--- config.mk ---
export PLATFORM = sky130hd
export DESIGN_NAME = pipeline_ctrl
export DESIGN_NICKNAME = d
export VERILOG_FILES = /design/src/rtl/pipeline_ctrl.sv
export SDC_FILE = /design/constraint.sdc
export NUM_CORES = 1
export LEC_CHECK = 0
export ABC_CLOCK_PERIOD_IN_PS = 3540
export CORE_ASPECT_RATIO = 2
export CORE_MARGIN = 10
export CORE_UTILIZATION = 50
export DETAILED_ROUTE_END_ITERATION = 8
export GPL_TIMING_DRIVEN = 0
export PLACE_DENSITY = 0.85
export SETUP_SLACK_MARGIN = 0.4
export SLEW_MARGIN = 40
export SYNTH_ARGS = -nofsm -noshare
export SYNTH_HDL_FRONTEND = slang
export SYNTH_SLANG_ARGS = --single-unit
--- constraint.sdc ---
create_clock -name CLK -period 3.54 [get_ports CLK]
set_input_delay 0.708 -clock CLK [delete_from_list [all_inputs] [get_ports CLK]]
set_output_delay 0.708 -clock CLK [all_outputs]
set_load 0.005 [all_outputs]
--- src/rtl/pipeline_ctrl.sv ---
`default_nettype none
// ============================================================================
// Module   : pipeline_ctrl
// Purpose  : Hazard/sequencing controller for a 5-stage pipeline: per-register
//            enable/flush, PC enable, data-memory timeout, halt, perf counters.
// Revision : 1.0 - initial release
// ============================================================================
module pipeline_ctrl #(
    parameter int TIMEOUT = 64,
    parameter int CNTW    = 16
) (
    input  logic            CLK,
    input  logic            RST,
    input  logic            ihit,
    input  logic            dhit,
    input  logic            mem_dren,
    input  logic            mem_dwen,
    input  logic            ex_memread,
    input  logic [4:0]      ex_rt,
    input  logic [4:0]      id_rs,
    input  logic [4:0]      id_rt,
    input  logic            branch_mem,
    input  logic            jump_id,
    input  logic            halt_wb,
    output logic            pc_en,
    output logic            ifid_en,
    output logic            idex_en,
    output logic            exmem_en,
    output logic            memwb_en,
    output logic            ifid_flush,
    output logic            idex_flush,
    output logic            exmem_flush,
    output logic            memwb_flush,
    output logic            halt_o,
    output logic            mem_err,
    output logic [CNTW-1:0] stall_cnt,
    output logic [CNTW-1:0] flush_cnt
);

    localparam int WW = $clog2(TIMEOUT) + 1;
    localparam logic [WW-1:0] C_WAIT_LAST = WW'(TIMEOUT - 1);

    typedef enum logic [1:0] {
        S_RUN     = 2'd0,
        S_MEMWAIT = 2'd1,
        S_HALTED  = 2'd2
    } state_t;

    state_t          state_q, state_d;
    logic [WW-1:0]   wait_q, wait_d;
    logic            err_q, err_d;
    logic [CNTW-1:0] stall_q, stall_d;
    logic [CNTW-1:0] flush_q, flush_d;

    logic mem_busy, load_use, stall_inc, flush_inc;

    assign mem_busy = (mem_dren | mem_dwen) & ~dhit;
    assign load_use = ex_memread & (ex_rt != 5'd0) & ((ex_rt == id_rs) | (ex_rt == id_rt));

    always_ff @(posedge CLK) begin
        if (RST) begin
            state_q <= S_RUN;
            wait_q  <= '0;
            err_q   <= 1'b0;
            stall_q <= '0;
            flush_q <= '0;
        end else begin
            state_q <= state_d;
            wait_q  <= wait_d;
            err_q   <= err_d;
            stall_q <= stall_d;
            flush_q <= flush_d;
        end
    end

    always_comb begin
        pc_en       = 1'b1;
        ifid_en     = 1'b1;
        idex_en     = 1'b1;
        exmem_en    = 1'b1;
        memwb_en    = 1'b1;
        ifid_flush  = 1'b0;
        idex_flush  = 1'b0;
        exmem_flush = 1'b0;
        memwb_flush = 1'b0;
        halt_o      = 1'b0;
        state_d     = state_q;
        wait_d      = wait_q;
        err_d       = err_q;
        stall_inc   = 1'b0;
        flush_inc   = 1'b0;

        case (state_q)
            S_HALTED: begin
                pc_en    = 1'b0;
                ifid_en  = 1'b0;
                idex_en  = 1'b0;
                exmem_en = 1'b0;
                memwb_en = 1'b0;
                halt_o   = 1'b1;
            end
            default: begin
                if (halt_wb) begin
                    pc_en    = 1'b0;
                    ifid_en  = 1'b0;
                    idex_en  = 1'b0;
                    exmem_en = 1'b0;
                    memwb_en = 1'b0;
                    state_d  = S_HALTED;
                end else if (mem_busy) begin
                    pc_en       = 1'b0;
                    ifid_en     = 1'b0;
                    idex_en     = 1'b0;
                    exmem_en    = 1'b0;
                    memwb_flush = 1'b1;
                    stall_inc   = 1'b1;
                    wait_d      = wait_q + 1'b1;
                    state_d     = S_MEMWAIT;
                    // Counter starts on the first busy cycle (still in RUN),
                    // so the limit is reached on the TIMEOUT-th busy cycle.
                    if (wait_q == C_WAIT_LAST) begin
                        err_d   = 1'b1;
                        state_d = S_HALTED;
                    end
                end else begin
                    wait_d  = '0;
                    state_d = S_RUN;
                    if (branch_mem) begin
                        ifid_flush  = 1'b1;
                        idex_flush  = 1'b1;
                        exmem_flush = 1'b1;
                        flush_inc   = 1'b1;
                    end else if (load_use) begin
                        pc_en      = 1'b0;
                        ifid_en    = 1'b0;
                        idex_flush = 1'b1;
                        stall_inc  = 1'b1;
                    end else if (jump_id) begin
                        ifid_flush = 1'b1;
                        flush_inc  = 1'b1;
                    end else if (!ihit) begin
                        pc_en      = 1'b0;
                        ifid_flush = 1'b1;
                        stall_inc  = 1'b1;
                    end
                end
            end
        endcase

        if (RST) begin
            pc_en       = 1'b0;
            ifid_en     = 1'b0;
            idex_en     = 1'b0;
            exmem_en    = 1'b0;
            memwb_en    = 1'b0;
            ifid_flush  = 1'b1;
            idex_flush  = 1'b1;
            exmem_flush = 1'b1;
            memwb_flush = 1'b1;
            halt_o      = 1'b0;
        end
    end

    assign stall_d = (stall_inc && (stall_q != {CNTW{1'b1}})) ? stall_q + 1'b1 : stall_q;
    assign flush_d = (flush_inc && (flush_q != {CNTW{1'b1}})) ? flush_q + 1'b1 : flush_q;

    assign mem_err   = err_q;
    assign stall_cnt = stall_q;
    assign flush_cnt = flush_q;

endmodule
`default_nettype wire
==> metrics.txt, run 1 <==
# TYPE chip_impl_metric gauge
chip_impl_metric{name="clock_insertion_delay_worst_skew",unit="ns"} 0.30
chip_impl_metric{name="detail_route.wl_per_cell",unit="um"} 16.3
chip_impl_info{name="unrepaired_setup_endpoints_after_global_routing",value="true"} 1
chip_impl_metric{name="dr.pass1.iters",unit=""} 4
chip_impl_metric{name="gpl.final_weighted_congestion",unit=""} 0.814
chip_impl_info{name="cts.root.buffer_cell",value="sky130_fd_sc_hd__clkbuf_8"} 1
chip_impl_info{name="cts_tree",value="yes"} 1
chip_impl_metric{name="postSynthNetCount",unit=""} 302
chip_impl_metric{name="fin_area",unit="um2"} 3130
chip_impl_metric{name="post_synth_and_or_nand_nor_area_fraction",unit="%"} 30.0
chip_impl_metric{name="finalSetupViolations",unit=""} 0
chip_impl_metric{name="number_of_nets_with_antenna_violations_after_routing",unit=""} 0
chip_impl_info{name="mostFrequentLayoutCell",value="sky130_fd_sc_hd__clkdlybuf4s50_1"} 1
chip_impl_metric{name="syn-mean-instance-area",unit="um2"} 8.04
chip_impl_metric{name="placement.setup.worst_slack",unit="ns"} -0.236
chip_impl_metric{name="route.vias.total",unit=""} 2298
chip_impl_info{name="timing.setup.critical_path_class",value="in2out"} 1
chip_impl_metric{name="syn-instance-count",unit=""} 274
chip_impl_metric{name="p_sw_share",unit="%"} 26.1
chip_impl_info{name="crit_path_capture_type",value="primary output"} 1
chip_impl_info{name="class_of_the_most_critical_hold_timing_path",value="reg2reg"} 1
chip_impl_metric{name="arrival",unit="ns"} 2.33
chip_impl_metric{name="max-vdd-ir-drop",unit="mV"} 0.330
chip_impl_metric{name="synth.yosys.warnings",unit=""} 0
chip_impl_metric{name="synthArstFlopShare",unit="%"} 0
chip_impl_metric{name="cts_inserted_buffers",unit=""} 5
chip_impl_metric{name="postLayoutCoreUtil",unit="%"} 72.7
chip_impl_metric{name="finalHoldWorstSlack",unit="ns"} 0.468
chip_impl_metric{name="path_clk_slew",unit="ns"} 0.08
chip_impl_metric{name="grt_pass1_vias",unit=""} 2248
chip_impl_metric{name="proportion_of_power_drawn_by_combinational_gates",unit="%"} 15.1
chip_impl_metric{name="die_h",unit="um"} 114
chip_impl_metric{name="cell_internal_pwr",unit="mW"} 0.707
chip_impl_info{name="crit_path_start_kind",value="input pin"} 1
chip_impl_metric{name="synth-xor-area-share",unit="%"} 8.35
chip_impl_metric{name="cts.path.max_buffers",unit=""} 2
chip_impl_info{name="main_combinational_cell_family_by_area_after_synthesis",value="simple AND/OR/NAND/NOR gates"} 1
chip_impl_metric{name="max_cap_viol_count",unit=""} 0
chip_impl_metric{name="initial_core_utilization",unit="%"} 51.3
chip_impl_metric{name="design.die.area",unit="um2"} 7620
chip_impl_metric{name="summed_instance_area_of_the_synthesized_netlist",unit="um2"} 2200
chip_impl_metric{name="totalWireLength",unit="mm"} 6.64
chip_impl_metric{name="final_hold_viol_count",unit=""} 0
chip_impl_metric{name="skew",unit="ns"} 0.0122
chip_impl_metric{name="upper_clock_frequency_limit",unit="MHz"} 329
chip_impl_metric{name="dpl_cell_area",unit="um2"} 2940
chip_impl_metric{name="yosys.area_share.adder",unit="%"} 1.70
chip_impl_metric{name="finalPower",unit="mW"} 0.958
chip_impl_metric{name="fp.dieW",unit="um"} 66.9
chip_impl_metric{name="power.share.clock",unit="%"} 34.5
chip_impl_metric{name="cp.required",unit="ns"} 2.83
chip_impl_metric{name="drt_iter0_markers",unit=""} 134
chip_impl_metric{name="layout-area-overhead-vs-synth",unit="%"} 41.9
chip_impl_metric{name="final_min_period_over_clock_period",unit="%"} 85.9
chip_impl_metric{name="placementRows",unit=""} 34
chip_impl_metric{name="switchingPower",unit="mW"} 0.250
chip_impl_info{name="crit_path_frequent_cell",value="sky130_fd_sc_hd__clkdlybuf4s50_1"} 1
chip_impl_metric{name="port_buffers",unit=""} 67
chip_impl_metric{name="dp.final_hpwl",unit="mm"} 5.16
chip_impl_info{name="cpMaxStageDelayCell",value="sky130_fd_sc_hd__clkdlybuf4s50_1"} 1
chip_impl_metric{name="critical_path.max_stage_delay",unit="ns"} 0.49
chip_impl_metric{name="antenna_found_initial",unit=""} 0
chip_impl_metric{name="max-slew-margin-rel",unit="%"} 55.9
chip_impl_metric{name="setup_slack",unit="ns"} 0.499
chip_impl_metric{name="post-route-min-period",unit="ns"} 3.04
chip_impl_metric{name="global_route.usage.total",unit="%"} 17.4
chip_impl_metric{name="htree_num_levels",unit=""} 2
chip_impl_metric{name="worst-path-max-fanout",unit=""} 10
chip_impl_metric{name="synth_edf_count",unit=""} 0
chip_impl_info{name="outcome",value="completed"} 1
chip_impl_info{name="crit_chain",value="clkdlybuf4s50_1 > nand2b_4 > buf_4 > nor2_1 > or2_2 > clkdlybuf4s50_1"} 1
chip_impl_metric{name="finalMaxSlewViolations",unit=""} 0
chip_impl_metric{name="route.detailed.vias_per_inst",unit=""} 5.65
chip_impl_metric{name="share_of_final_layout_standard_cells_stronger_than_drive_strength_1",unit="%"} 11.3
chip_impl_info{name="top_ff_cell_synth",value="sky130_fd_sc_hd__dfxtp_1"} 1
chip_impl_metric{name="sequentialPowerShare",unit="%"} 50.5
chip_impl_metric{name="io_pins",unit=""} 68
chip_impl_metric{name="grt_start_max_net_pins",unit=""} 14
chip_impl_metric{name="power.leakage",unit="nW"} 1.09
chip_impl_metric{name="globalRouteOverflowTotal",unit=""} 0
chip_impl_metric{name="power_per_cell_area",unit="nW/um2"} 306
chip_impl_metric{name="netlist-cell-type-count",unit=""} 39
chip_impl_metric{name="core_area",unit="um2"} 4300
chip_impl_metric{name="grt_pass1_wl",unit="mm"} 10.7
chip_impl_metric{name="max_slew.worst_pin.slew",unit="ns"} 0.657
chip_impl_metric{name="synth_compound_area_share",unit="%"} 16.8
chip_impl_metric{name="fraction_of_the_yosys_area_taken_by_sequential_cells",unit="%"} 38.2
chip_impl_metric{name="synth.mux.area_fraction",unit="%"} 0.909
chip_impl_metric{name="number_of_storage_elements_in_the_synthesis_netlist",unit=""} 42
chip_impl_info{name="layout_common_cells",value="58 x sky130_fd_sc_hd__clkdlybuf4s50_1, 42 x sky130_fd_sc_hd__dfxtp_1, 28 x sky130_fd_sc_hd__nor2_1, 28 x sky130_fd_sc_hd__a21oi_1, 19 x sky130_fd_sc_hd__o21ai_0"} 1
chip_impl_metric{name="drc_errors",unit=""} 0
chip_impl_metric{name="antenna_cells",unit=""} 0
chip_impl_metric{name="layout.nets",unit=""} 380
chip_impl_metric{name="clock_sink_count",unit=""} 42
logic make-up (layout without fill, tap and decap cells):
logic type | after synthesis | count (layout)
compound gates | 65 | 65
flops | 42 | 42
xor+xnor | 21 | 21
mux | 2 | 2
fa+ha+maj | 3 | 3
buf+inv | 18 | 97
simple gates | 123 | 123
worst max-delay path: cells and delay by family:
kind | cells | cell delay (ns)
buffers and inverters | 3 | 1.12
and+or+nand+nor | 3 | 0.51
stage by stage:
| stage | std cells | setup TNS [ns] |
|---|---|---|
| floorplan | 274 | 0 |
| global placement | 395 | -0.555 |
| detailed placement | 395 | -0.593 |
| CTS | 405 | 0 |
| global route | 407 | 0 |
| finish | 407 | 0 |
repair_timing:
action	in CTS	in global routing
gates resized for setup	22	10
hold buffers	0	0
buffers inserted	2	2
pin swaps	2	2
endpoints found under the setup margin	19	7
sequential cells by signal (all words and copies together), names as in the netlist:
| name | cells |
|---|---|
| flush_cnt | 16 |
| mem_err | 1 |
| stall_cnt | 16 |
| state_q | 2 |
| wait_q | 7 |
power groups by stage:
stage | clock, mW | sequential (mW) | combinational [mW]
final | 0.330 | 0.483 | 0.144
after global routing | 0.348 | 0.484 | 0.157
after CTS | 0.335 | 0.483 | 0.139
after detailed placement | 0 | 0.494 | 0.134
after global placement | 0 | 0.494 | 0.131
after floorplan | 0 | 0.493 | 0.0631
cell type report:
cell class              count  area, um2
plain buffers              13       77.6
clock buffers               6       82.6
clock inverters             2       12.5
fillers                   358       1170
inverters                   5       18.8
multi-input cells         214       1340
flip-flops and latches     42        841
well taps                  54       67.6
repair buffers             71        689
Yosys cell counts (5+ instances only):
cell	instances	share of area, %
sky130_fd_sc_hd__dfxtp_1	42	38
sky130_fd_sc_hd__xor2_1	15	6.0
sky130_fd_sc_hd__inv_1	5	0.85
sky130_fd_sc_hd__nand3_1	18	4.1
sky130_fd_sc_hd__nand2_1	14	2.4
sky130_fd_sc_hd__nor2_1	29	4.9
sky130_fd_sc_hd__nand4_1	5	1.4
sky130_fd_sc_hd__or3_1	17	4.8
sky130_fd_sc_hd__clkbuf_1	7	1.2
sky130_fd_sc_hd__nor3_1	9	2.0
sky130_fd_sc_hd__o21bai_1	5	1.7
sky130_fd_sc_hd__xnor2_1	6	2.4
sky130_fd_sc_hd__a21oi_1	28	6.4
sky130_fd_sc_hd__or4_1	7	2.4
sky130_fd_sc_hd__o21ai_0	20	4.5
sky130_fd_sc_hd__o31ai_1	6	2.0
path summary, 6_finish.rpt:
| check | startpoint | slack [ns] | cells past startpoint | end |
|---|---|---|---|---|
| worst max-delay path | halt_wb | 0.50 | 6 | memwb_flush |
| worst min-delay path | wait_q[6] | 0.47 | 2 | wait_q[6] |
| worst max register to register | stall_cnt[0] | 0.87 | 11 | stall_cnt[1] |
| worst min register to register | wait_q[6] | 0.47 | 2 | wait_q[6] |
routing by layer:
layer | part of all wire (%) | vias up | track usage (%)
li1 | - | 1140 | -
met1 | 37 | 1082 | 17.6
met2 | 56 | 64 | 32.4
met3 | 5.0 | 12 | 3.83
met4 | 2.3 | 0 | 6.61
met5 | 0 | - | 0
Power figures use the tool's default switching activity.
==> inputs of run 2 (changes only) <==
--- a/config.mk
+++ b/config.mk
@@ -8,10 +8,9 @@
 export ABC_CLOCK_PERIOD_IN_PS = 3540
 export CORE_ASPECT_RATIO = 2
 export CORE_MARGIN = 10
-export CORE_UTILIZATION = 50
+export CORE_UTILIZATION = 30
 export DETAILED_ROUTE_END_ITERATION = 8
 export GPL_TIMING_DRIVEN = 0
-export PLACE_DENSITY = 0.85
 export SETUP_SLACK_MARGIN = 0.4
 export SLEW_MARGIN = 40
 export SYNTH_ARGS = -nofsm -noshare
==> run 2 against run 1 <==
Count of clock-buffer cells in the layout rose by 1. Via count fell by 0.78%. Core utilization fell by 28 points. Register-to-register slack improved by 0.04 ns. Total power rose by 14%. Final cell count rose by 9.6%. Critical path depth rose by 4. Maximum frequency fell by 0.75%. Clock power rose by 42%. Wire length rose by 5.9%. Hold slack got worse by 0.0056 ns. Largest cell class unchanged.
==> metrics.txt, run 2 (same netlist as run 1, synthesis figures left out) <==
# TYPE chip_impl_metric gauge
chip_impl_metric{name="switchingPower",unit="mW"} 0.264
chip_impl_metric{name="finalSetupViolations",unit=""} 0
chip_impl_info{name="crit_path_capture_type",value="flip-flop"} 1
chip_impl_metric{name="fin_area",unit="um2"} 3210
chip_impl_metric{name="share_of_final_layout_standard_cells_stronger_than_drive_strength_1",unit="%"} 10.8
chip_impl_metric{name="final_min_period_over_clock_period",unit="%"} 86.6
chip_impl_metric{name="drc_errors",unit=""} 0
chip_impl_metric{name="clock_sink_count",unit=""} 42
chip_impl_metric{name="power.leakage",unit="nW"} 1.10
chip_impl_metric{name="post-route-min-period",unit="ns"} 3.06
chip_impl_info{name="crit_path_start_kind",value="input pin"} 1
chip_impl_metric{name="layout.nets",unit=""} 380
chip_impl_metric{name="gpl.final_weighted_congestion",unit=""} 0.819
chip_impl_metric{name="fp.dieW",unit="um"} 80.6
chip_impl_metric{name="path_clk_slew",unit="ns"} 0.06
chip_impl_info{name="layout_common_cells",value="57 x sky130_fd_sc_hd__clkdlybuf4s50_1, 42 x sky130_fd_sc_hd__dfxtp_1, 28 x sky130_fd_sc_hd__nor2_1, 28 x sky130_fd_sc_hd__a21oi_1, 19 x sky130_fd_sc_hd__o21ai_0"} 1
chip_impl_metric{name="setup_slack",unit="ns"} 0.476
chip_impl_info{name="cts_tree",value="yes"} 1
chip_impl_metric{name="placementRows",unit=""} 44
chip_impl_metric{name="core_area",unit="um2"} 7210
chip_impl_metric{name="drt_iter0_markers",unit=""} 143
chip_impl_metric{name="globalRouteOverflowTotal",unit=""} 0
chip_impl_metric{name="max_cap_viol_count",unit=""} 0
chip_impl_metric{name="dp.final_hpwl",unit="mm"} 5.47
chip_impl_metric{name="grt_pass1_vias",unit=""} 2318
chip_impl_metric{name="grt_pass1_wl",unit="mm"} 11.5
chip_impl_metric{name="postLayoutCoreUtil",unit="%"} 44.6
chip_impl_metric{name="detail_route.wl_per_cell",unit="um"} 15.8
chip_impl_metric{name="arrival",unit="ns"} 3.24
chip_impl_metric{name="totalWireLength",unit="mm"} 7.03
chip_impl_info{name="cts.root.buffer_cell",value="sky130_fd_sc_hd__clkbuf_16"} 1
chip_impl_metric{name="layout-area-overhead-vs-synth",unit="%"} 45.9
chip_impl_metric{name="htree_num_levels",unit=""} 2
chip_impl_metric{name="cts.hold.buffers_added",unit=""} 0
chip_impl_metric{name="worst-path-max-fanout",unit=""} 10
chip_impl_metric{name="number_of_nets_with_antenna_violations_after_routing",unit=""} 0
chip_impl_info{name="class_of_the_most_critical_hold_timing_path",value="reg2reg"} 1
chip_impl_metric{name="global_route.usage.total",unit="%"} 12.6
chip_impl_metric{name="port_buffers",unit=""} 67
chip_impl_info{name="outcome",value="completed"} 1
chip_impl_metric{name="power.share.clock",unit="%"} 42.6
chip_impl_metric{name="initial_core_utilization",unit="%"} 30.5
chip_impl_metric{name="p_sw_share",unit="%"} 24.2
chip_impl_metric{name="max-slew-margin-rel",unit="%"} 59.6
chip_impl_metric{name="io_pins",unit=""} 68
chip_impl_metric{name="placement.setup.worst_slack",unit="ns"} -0.281
chip_impl_metric{name="cp.required",unit="ns"} 3.72
chip_impl_info{name="timing.setup.critical_path_class",value="in2reg"} 1
chip_impl_metric{name="power_per_cell_area",unit="nW/um2"} 341
chip_impl_metric{name="final_hold_viol_count",unit=""} 0
chip_impl_metric{name="clock_insertion_delay_worst_skew",unit="ns"} 0.29
chip_impl_metric{name="cts.path.max_buffers",unit=""} 2
chip_impl_metric{name="upper_clock_frequency_limit",unit="MHz"} 326
chip_impl_metric{name="sequentialPowerShare",unit="%"} 44.2
chip_impl_metric{name="finalMaxSlewViolations",unit=""} 0
chip_impl_metric{name="skew",unit="ns"} 0.00511
chip_impl_metric{name="antenna_found_initial",unit=""} 1
chip_impl_metric{name="route.vias.total",unit=""} 2280
chip_impl_metric{name="dr.pass1.iters",unit=""} 4
chip_impl_metric{name="place_inst",unit=""} 433
chip_impl_info{name="unrepaired_setup_endpoints_after_global_routing",value="true"} 1
chip_impl_metric{name="cell_internal_pwr",unit="mW"} 0.830
chip_impl_metric{name="dpl_cell_area",unit="um2"} 2990
chip_impl_metric{name="proportion_of_power_drawn_by_combinational_gates",unit="%"} 13.2
chip_impl_metric{name="max_slew.worst_pin.slew",unit="ns"} 0.601
chip_impl_metric{name="route.detailed.vias_per_inst",unit=""} 5.11
chip_impl_info{name="mostFrequentLayoutCell",value="sky130_fd_sc_hd__clkdlybuf4s50_1"} 1
chip_impl_metric{name="max-vdd-ir-drop",unit="mV"} 0.318
chip_impl_metric{name="instances_no_fill",unit=""} 446
chip_impl_metric{name="design.die.area",unit="um2"} 11400
chip_impl_metric{name="die_h",unit="um"} 141
chip_impl_metric{name="grt_start_max_net_pins",unit=""} 13
chip_impl_metric{name="setup_tns",unit="ns"} 0
chip_impl_metric{name="cts_inserted_buffers",unit=""} 5
==> run 2: worst paths after layout <==
path,to,cells past startpoint,from,slack (ns)
worst max-delay path,flush_cnt[1],10,id_rs[1],0.48
worst min-delay path,wait_q[6],2,wait_q[6],0.46
worst max register to register,stall_cnt[1],11,stall_cnt[0],0.91
worst min register to register,wait_q[6],2,wait_q[6],0.46
==> run 2: per-layer routing <==
metal,up-vias,global-route usage (%),share of wire (%)
met4,0,6.06,2.3
met2,60,23.5,57
met5,-,0,0
li1,1145,-,-
met1,1065,11.6,35
met3,10,3.57,5.7
==> run 2: timing repair <==
item                                    4_1_cts  5_1_grt
gates cloned                                  0        0
endpoints found under the setup margin        9        6
pin swaps                                     5        2
resized for setup                            28        6
setup buffers                                 2        2
==> run 2: power groups by stage <==
stage / Clock (mW) / Sequential [mW] / Combinational [mW]
6_report: 0.467 / 0.484 / 0.144
2_1_floorplan: 0 / 0.493 / 0.0631
4_1_cts: 0.477 / 0.484 / 0.143
5_1_grt: 0.494 / 0.485 / 0.157
3_5_place_dp: 0 / 0.494 / 0.137
3_3_place_gp: 0 / 0.494 / 0.135
==> run 2: per-stage QoR <==
stage                     total power, mW  hold slack, ns
after global routing                 1.14           0.480
final                                1.09           0.462
after floorplan                     0.557           0.432
after CTS                            1.10           0.465
after global placement              0.630           0.442
after detailed placement            0.631           0.457
==> run 2: area by class of cell <==
class                           count  area [um2]
Antenna cell                        1        2.50
Tap cell                           92         115
Fill cell                         750        4000
Multi-Input combinational cell    214        1320
Timing Repair Buffer               71         684
Inverter                            5        18.8
Buffer                             13        86.3
Sequential cell                    42         841
Clock inverter                      1        5.00
Clock buffer                        7         143
==> run 2: critical path: stages <==
cell                              delay, ns
sky130_fd_sc_hd__clkdlybuf4s50_1       0.41
sky130_fd_sc_hd__xor2_1                0.15
sky130_fd_sc_hd__nor3_2                0.19
sky130_fd_sc_hd__a22oi_2               0.12
sky130_fd_sc_hd__buf_4                 0.15
sky130_fd_sc_hd__o31ai_2               0.52
sky130_fd_sc_hd__clkbuf_1              0.42
sky130_fd_sc_hd__buf_2                 0.31
sky130_fd_sc_hd__mux2i_1               0.20
sky130_fd_sc_hd__nor2_1                0.05
==> patch 1: new RTL, flow settings as in run 1 <==
Set the parameter `TIMEOUT` to 128 (it was 64).
--- a/src/rtl/pipeline_ctrl.sv
+++ b/src/rtl/pipeline_ctrl.sv
@@ -7,5 +7,5 @@
 // ============================================================================
 module pipeline_ctrl #(
-    parameter int TIMEOUT = 64,
+    parameter int TIMEOUT = 128,
     parameter int CNTW    = 16
 ) (
Check against the original RTL: no difference found for any inputs over 10 cycles, from zero or initial values and one cycle with RST high; that may be too few to reach the edited logic, so the function may still have changed.
==> patch 1 against run 1 <==
Combinational power down 9%. Count of clock-buffer cells in the layout unchanged. Critical endpoint is now pc_en. Global-route usage decreased by 0.067 points. Sequential cell count increased by 1. Design area up 0.20%. Die area up 3.3%. Sequential power up 3%. Largest power group unchanged. Worst setup slack worse by 33 ps. Synthesized area is 4.3% higher. Routed wire length increased by 3.1%. Total power is 1.1% lower.
==> patch 1: results (changes against run 1) <==
wl_mm: 6.846  # was 6.637 mm
synth_fa_ha_area_share_pct: 1.634  # was 1.705%
drt-initial-drc-count: 135  # was 134
clock_latency_ps: 300  # about the same
p_leak_uw: 0.001015  # was 0.001085 uW
peakVddDrop_mv: 0.3379  # was 0.3303 mV
synth_xor_area_share_pct: 6.100  # was 8.352%
grt_pass1_vias: 2478  # was 2,248
min-delay-start: "mem_err"  # was wait_q[6]
use_met2_pct: 34.14  # was 32.44%
n_fill_cell: 356  # was 358
nNetsFinal: 387  # was 380
dr_wl_met3_um: 317  # was 331 um
synth_top_family_by_area: "simple AND/OR/NAND/NOR gates"  # unchanged
clk_pin_slew_ps: 80  # about the same
synthCells: 285  # was 274
synth.mux.area_fraction_pct: 0.4357  # was 0.9091%
cts_max_path_buffers: 2  # unchanged
grt_use_total_pct: 17.34  # was 17.41%
ys_types: 39  # unchanged
routedWlPerCell_um: 16.58  # was 16.31 um
routed-wl-met2_mm: 3.970  # was 3.710 mm
use_met1_pct: 16.64  # was 17.64%
via_per_inst: 5.954  # was 5.646
clock_skew_ps: 12.90  # was 12.21 ps
cts.root.buffer_cell: "clkbuf_8"  # unchanged
met3_usage_pct: 3.288  # was 3.831%
synth-seq-area-share_pct: 37.47  # was 38.18%
hp-class: "reg2reg"  # unchanged
drtPass1Iterations: 4  # unchanged
path_max_fanout: 4  # was 10
cpLargestDelayFamily: "buffers and inverters"  # unchanged
critPathLaunch: "id_rt[3]"  # was halt_wb
dp_hpwl_mm: 5.361  # was 5.155 mm
gp_congestion: 0.8032  # was 0.8144
worst_pin_slew_ps: 638.1  # was 657.1 ps
synth.top_cells.by_count: "dfxtp_1 (43), a21oi_1 (31), nor2_1 (25)"  # was dfxtp_1 (42), nor2_1 (29), a21oi_1 (28)
cts.htree.levels: 2  # unchanged
reg2reg_from: "stall_cnt[2]"  # was stall_cnt[0]
synth_compound_area_share_pct: 21.73  # was 16.82%
yosys_warnings: 0  # unchanged
synth_area_leaders: "dfxtp_1 (37%), a21oi_1 (6.8%), xor2_1 (5.7%)"  # was dfxtp_1 (38%), a21oi_1 (6.4%), xor2_1 (6.0%)
diodes: 0  # unchanged
grt_pass1_wl_mm: 11.05  # was 10.67 mm
grt_start_max_net_pins: 13  # was 14
top_layer: "met4"  # unchanged
synth_async_sr_flop_share_pct: 0  # unchanged
dpl.cell_count: 404  # was 395
port_buffers: 65  # was 67
placed_area_um2: 3015  # was 2940 um^2
status: "completed"  # unchanged
antenna_found_initial: 0  # unchanged
drt-met1-wl_mm: 2.463  # was 2.441 mm
max_stage_delay_ps: 430  # was 490 ps
drive_gt1_share_pct: 7.799  # was 11.33%
slowest_stage: "clkdlybuf4s50_1"  # unchanged
cts-buffers-inserted: 5  # unchanged
pre_cts_ws_ps: -69.25  # was -236.0 ps
syn_nets: 313  # was 302
==> patch 1: cell count changes in the layout (fill, tap and decap cells not counted), sizes merged, moves of 3 or more <==
cell | before | now
a21oi | 28 | 31
or4 | 7 | 14
o31ai | 6 | 14
nand3 | 18 | 8
nor3 | 11 | 6
o21a | 0 | 4
and4 | 3 | 0
nand4 | 5 | 14
o31a | 0 | 3
o21ai | 20 | 17
nor2 | 29 | 25
xnor2 | 6 | 1
and2 | 4 | 1
==> patch 1: worst register-to-register path, delay by kind of cell (launching register included) <==
family	cells	cell delay [ps]
compound gates	1	220
buf+inv	2	640
flops	1	450
simple gates	5	1000
==> patch 1: area by class of cell <==
type / instances / area, um^2 / share of cell area [%]
Buffer: 16 / 71.32 / 2.277
Clock buffer: 6 / 82.58 / 2.637
Timing Repair Buffer: 67 / 654.4 / 20.89
Tap cell: 54 / 67.56 / 2.157
Sequential cell: 43 / 860.8 / 27.49
Inverter: 5 / 18.77 / 0.5993
Multi-Input combinational cell: 221 / 1371 / 43.79
Clock inverter: 1 / 5.005 / 0.1598
==> patch 1: final timing paths <==
kind             endpoint  slack, ps  cells past startpoint
max                 pc_en        470                      8
min reg2reg       mem_err        490                      2
max reg2reg  stall_cnt[1]       1130                      8
min               mem_err        490                      2
==> patch 1: where the power goes <==
part / switching, uW / internal, uW / leakage (uW)
combinational: 66.6 / 64.5 / 0.000621
sequential: 7.07 / 489 / 0.000347
clock: 167 / 153 / 0.0000470
total: 240 / 707 / 0.00101
==> patch 1: timing repair <==
action,4_1_cts,5_1_grt
hold buffers,0,0
resized for setup,15,0
endpoints found under the setup margin,5,1
pin swaps,3,3
buffers inserted,2,0
==> patch 2: new RTL, settings of run 1 <==
Without the edit above. Take the reset off `flush_q` and load it in a clocked block of its own.
--- a/src/rtl/pipeline_ctrl.sv
+++ b/src/rtl/pipeline_ctrl.sv
@@ -64,5 +64,4 @@
             err_q   <= 1'b0;
             stall_q <= '0;
-            flush_q <= '0;
         end else begin
             state_q <= state_d;
@@ -70,6 +69,9 @@
             err_q   <= err_d;
             stall_q <= stall_d;
-            flush_q <= flush_d;
         end
+    end
+
+    always_ff @(posedge CLK) begin
+        flush_q <= flush_d;
     end
 
Function: changed (Yosys sat finds a counterexample within 4 cycles, from zero or initial values and one cycle with RST high).
==> patch 2 against run 1 <==
Sequential power is 11% higher. Sequential cell count stayed put. Die area is 1.0% higher. Total power is 10% higher. Worst setup slack worse by 65 ps. Design area is 0.80% higher. Synthesized area is 1.4% higher. Routed wire length is 5.5% lower. Cell count is 8.1% lower. Via count is 7.0% lower. Combinational power is 13% higher. Critical endpoint is now exmem_flush. Largest power group unchanged.
==> patch 2: results (changes against run 1) <==
use_met2_pct: 31.42  # was 32.44%
peakVddDrop_mv: 0.4463  # was 0.3303 mV
diodes: 0  # unchanged
met3_usage_pct: 5.000  # was 3.831%
slowest_stage: "clkdlybuf4s50_1"  # unchanged
top_layer: "met4"  # unchanged
status: "completed"  # unchanged
clock_skew_ps: 9.889  # was 12.21 ps
cts.htree.levels: 2  # unchanged
synth.top_cells.by_count: "nor2_1 (28), dfxtp_1 (26), xnor2_1 (21)"  # was dfxtp_1 (42), nor2_1 (29), a21oi_1 (28)
drive_gt1_share_pct: 12.19  # was 11.33%
via_count: 2137  # was 2,298
grt_use_total_pct: 16.57  # was 17.41%
drt-met1-wl_mm: 2.109  # was 2.441 mm
hp-class: "reg2reg"  # unchanged
syn_nets: 267  # was 302
grt_pass1_wl_mm: 10.03  # was 10.67 mm
slew_headroom_pct: 63.57  # was 55.86%
max_stage_delay_ps: 520  # was 490 ps
placed_area_um2: 2988  # was 2940 um^2
drtPass1Iterations: 4  # unchanged
synth-seq-area-share_pct: 44.84  # was 38.18%
p_leak_uw: 0.001078  # was 0.001085 uW
n_fill_cell: 357  # was 358
dr_wl_met3_um: 544  # was 331 um
switching_power_uw: 268.4  # was 250.3 uW
routed-wl-met2_mm: 3.456  # was 3.710 mm
grt_start_max_net_pins: 17  # was 14
wl_mm: 6.270  # was 6.637 mm
use_met1_pct: 15.08  # was 17.64%
cts-buffers-inserted: 5  # unchanged
nNetsFinal: 347  # was 380
rrSetupSlack_ps: 1010  # was 870 ps
rr_worst_depth: 9  # was 11
critPathArrivalTime_ps: 2400  # was 2330 ps
synth-edff-count: 16  # was 0
clk_pin_slew_ps: 90
synth_area_leaders: "dfxtp_1 (23%), edfxtp_1 (22%), xnor2_1 (8.2%)"  # was dfxtp_1 (38%), a21oi_1 (6.4%), xor2_1 (6.0%)
dp_hpwl_mm: 4.810  # was 5.155 mm
cts.root.buffer_cell: "clkbuf_8"  # unchanged
antenna_found_initial: 0  # unchanged
ys_types: 49  # was 39
yosys_warnings: 0  # unchanged
synth_async_sr_flop_share_pct: 0  # unchanged
fin_hold_ws_ps: 476.4  # was 468.1 ps
drt-initial-drc-count: 144  # was 134
seqCellArea_um2: 1001  # was 840.8 um^2
gp_congestion: 0.7666  # was 0.8144
grt_pass1_vias: 2170  # was 2,248
cts_max_path_buffers: 2  # unchanged
path_max_fanout: 10  # unchanged
[patch 2: cell families (layout without fill, tap and decap cells)]
group / count (synthesis) / in the layout / share of synthesized area, %
DFF: 42 / 42 / 44.84
xor gates and xnor gates: 29 / 29 / 11.38
buffers and inverters: 15 / 96 / 3.587
muxes: 4 / 4 / 1.906
AOI/OAI and AO/OA: 40 / 40 / 12.00
adders and majority gates: 3 / 3 / 1.682
and+or+nand+nor: 106 / 106 / 24.61
[patch 2: final cells by class]
class                           count  area share, %
Multi-Input combinational cell    182          37.97
Sequential cell                    42          31.77
Timing Repair Buffer               73          22.00
Clock buffer                        6          2.979
Tap cell                           54          2.145
Buffer                              8          1.867
Inverter                            7         0.8340
Clock inverter                      2         0.4369
[patch 2: timing repair]
item | in CTS | in global routing
setup buffers | 4 | 1
pin swaps | 3 | 3
endpoints found under the setup margin | 23 | 5
resized for setup | 17 | 8
[patch 2: final timing paths]
path                     start      endpoint
setup / recovery       halt_wb   exmem_flush
hold / removal       wait_q[6]     wait_q[6]
setup reg to reg  stall_cnt[0]  stall_cnt[1]
hold reg to reg      wait_q[6]     wait_q[6]
[patch 2: stage by stage]
step                std cells  setup TNS, ps  setup slack, ps
floorplan                 239              0            670.9
global placement          360          -4207           -250.4
detailed placement        360          -1153           -346.3
CTS                       372              0            394.1
global route              374              0            357.4
finish                    374              0            433.4
[patch 2: worst max-delay path: cells and delay by family]
family	cells	cell delay, ps
buffers and inverters	3	1150
and+or+nand+nor	2	360
AOI/OAI and AO/OA	1	180
[patch 2: power groups by stage]
stage / clock (uW) / combinational (uW) / sequential (uW)
after floorplan: 0 / 69.8 / 542
after detailed placement: 0 / 156 / 545
final: 362 / 162 / 534
after global routing: 382 / 177 / 536
after global placement: 0 / 152 / 544
after CTS: 370 / 159 / 534
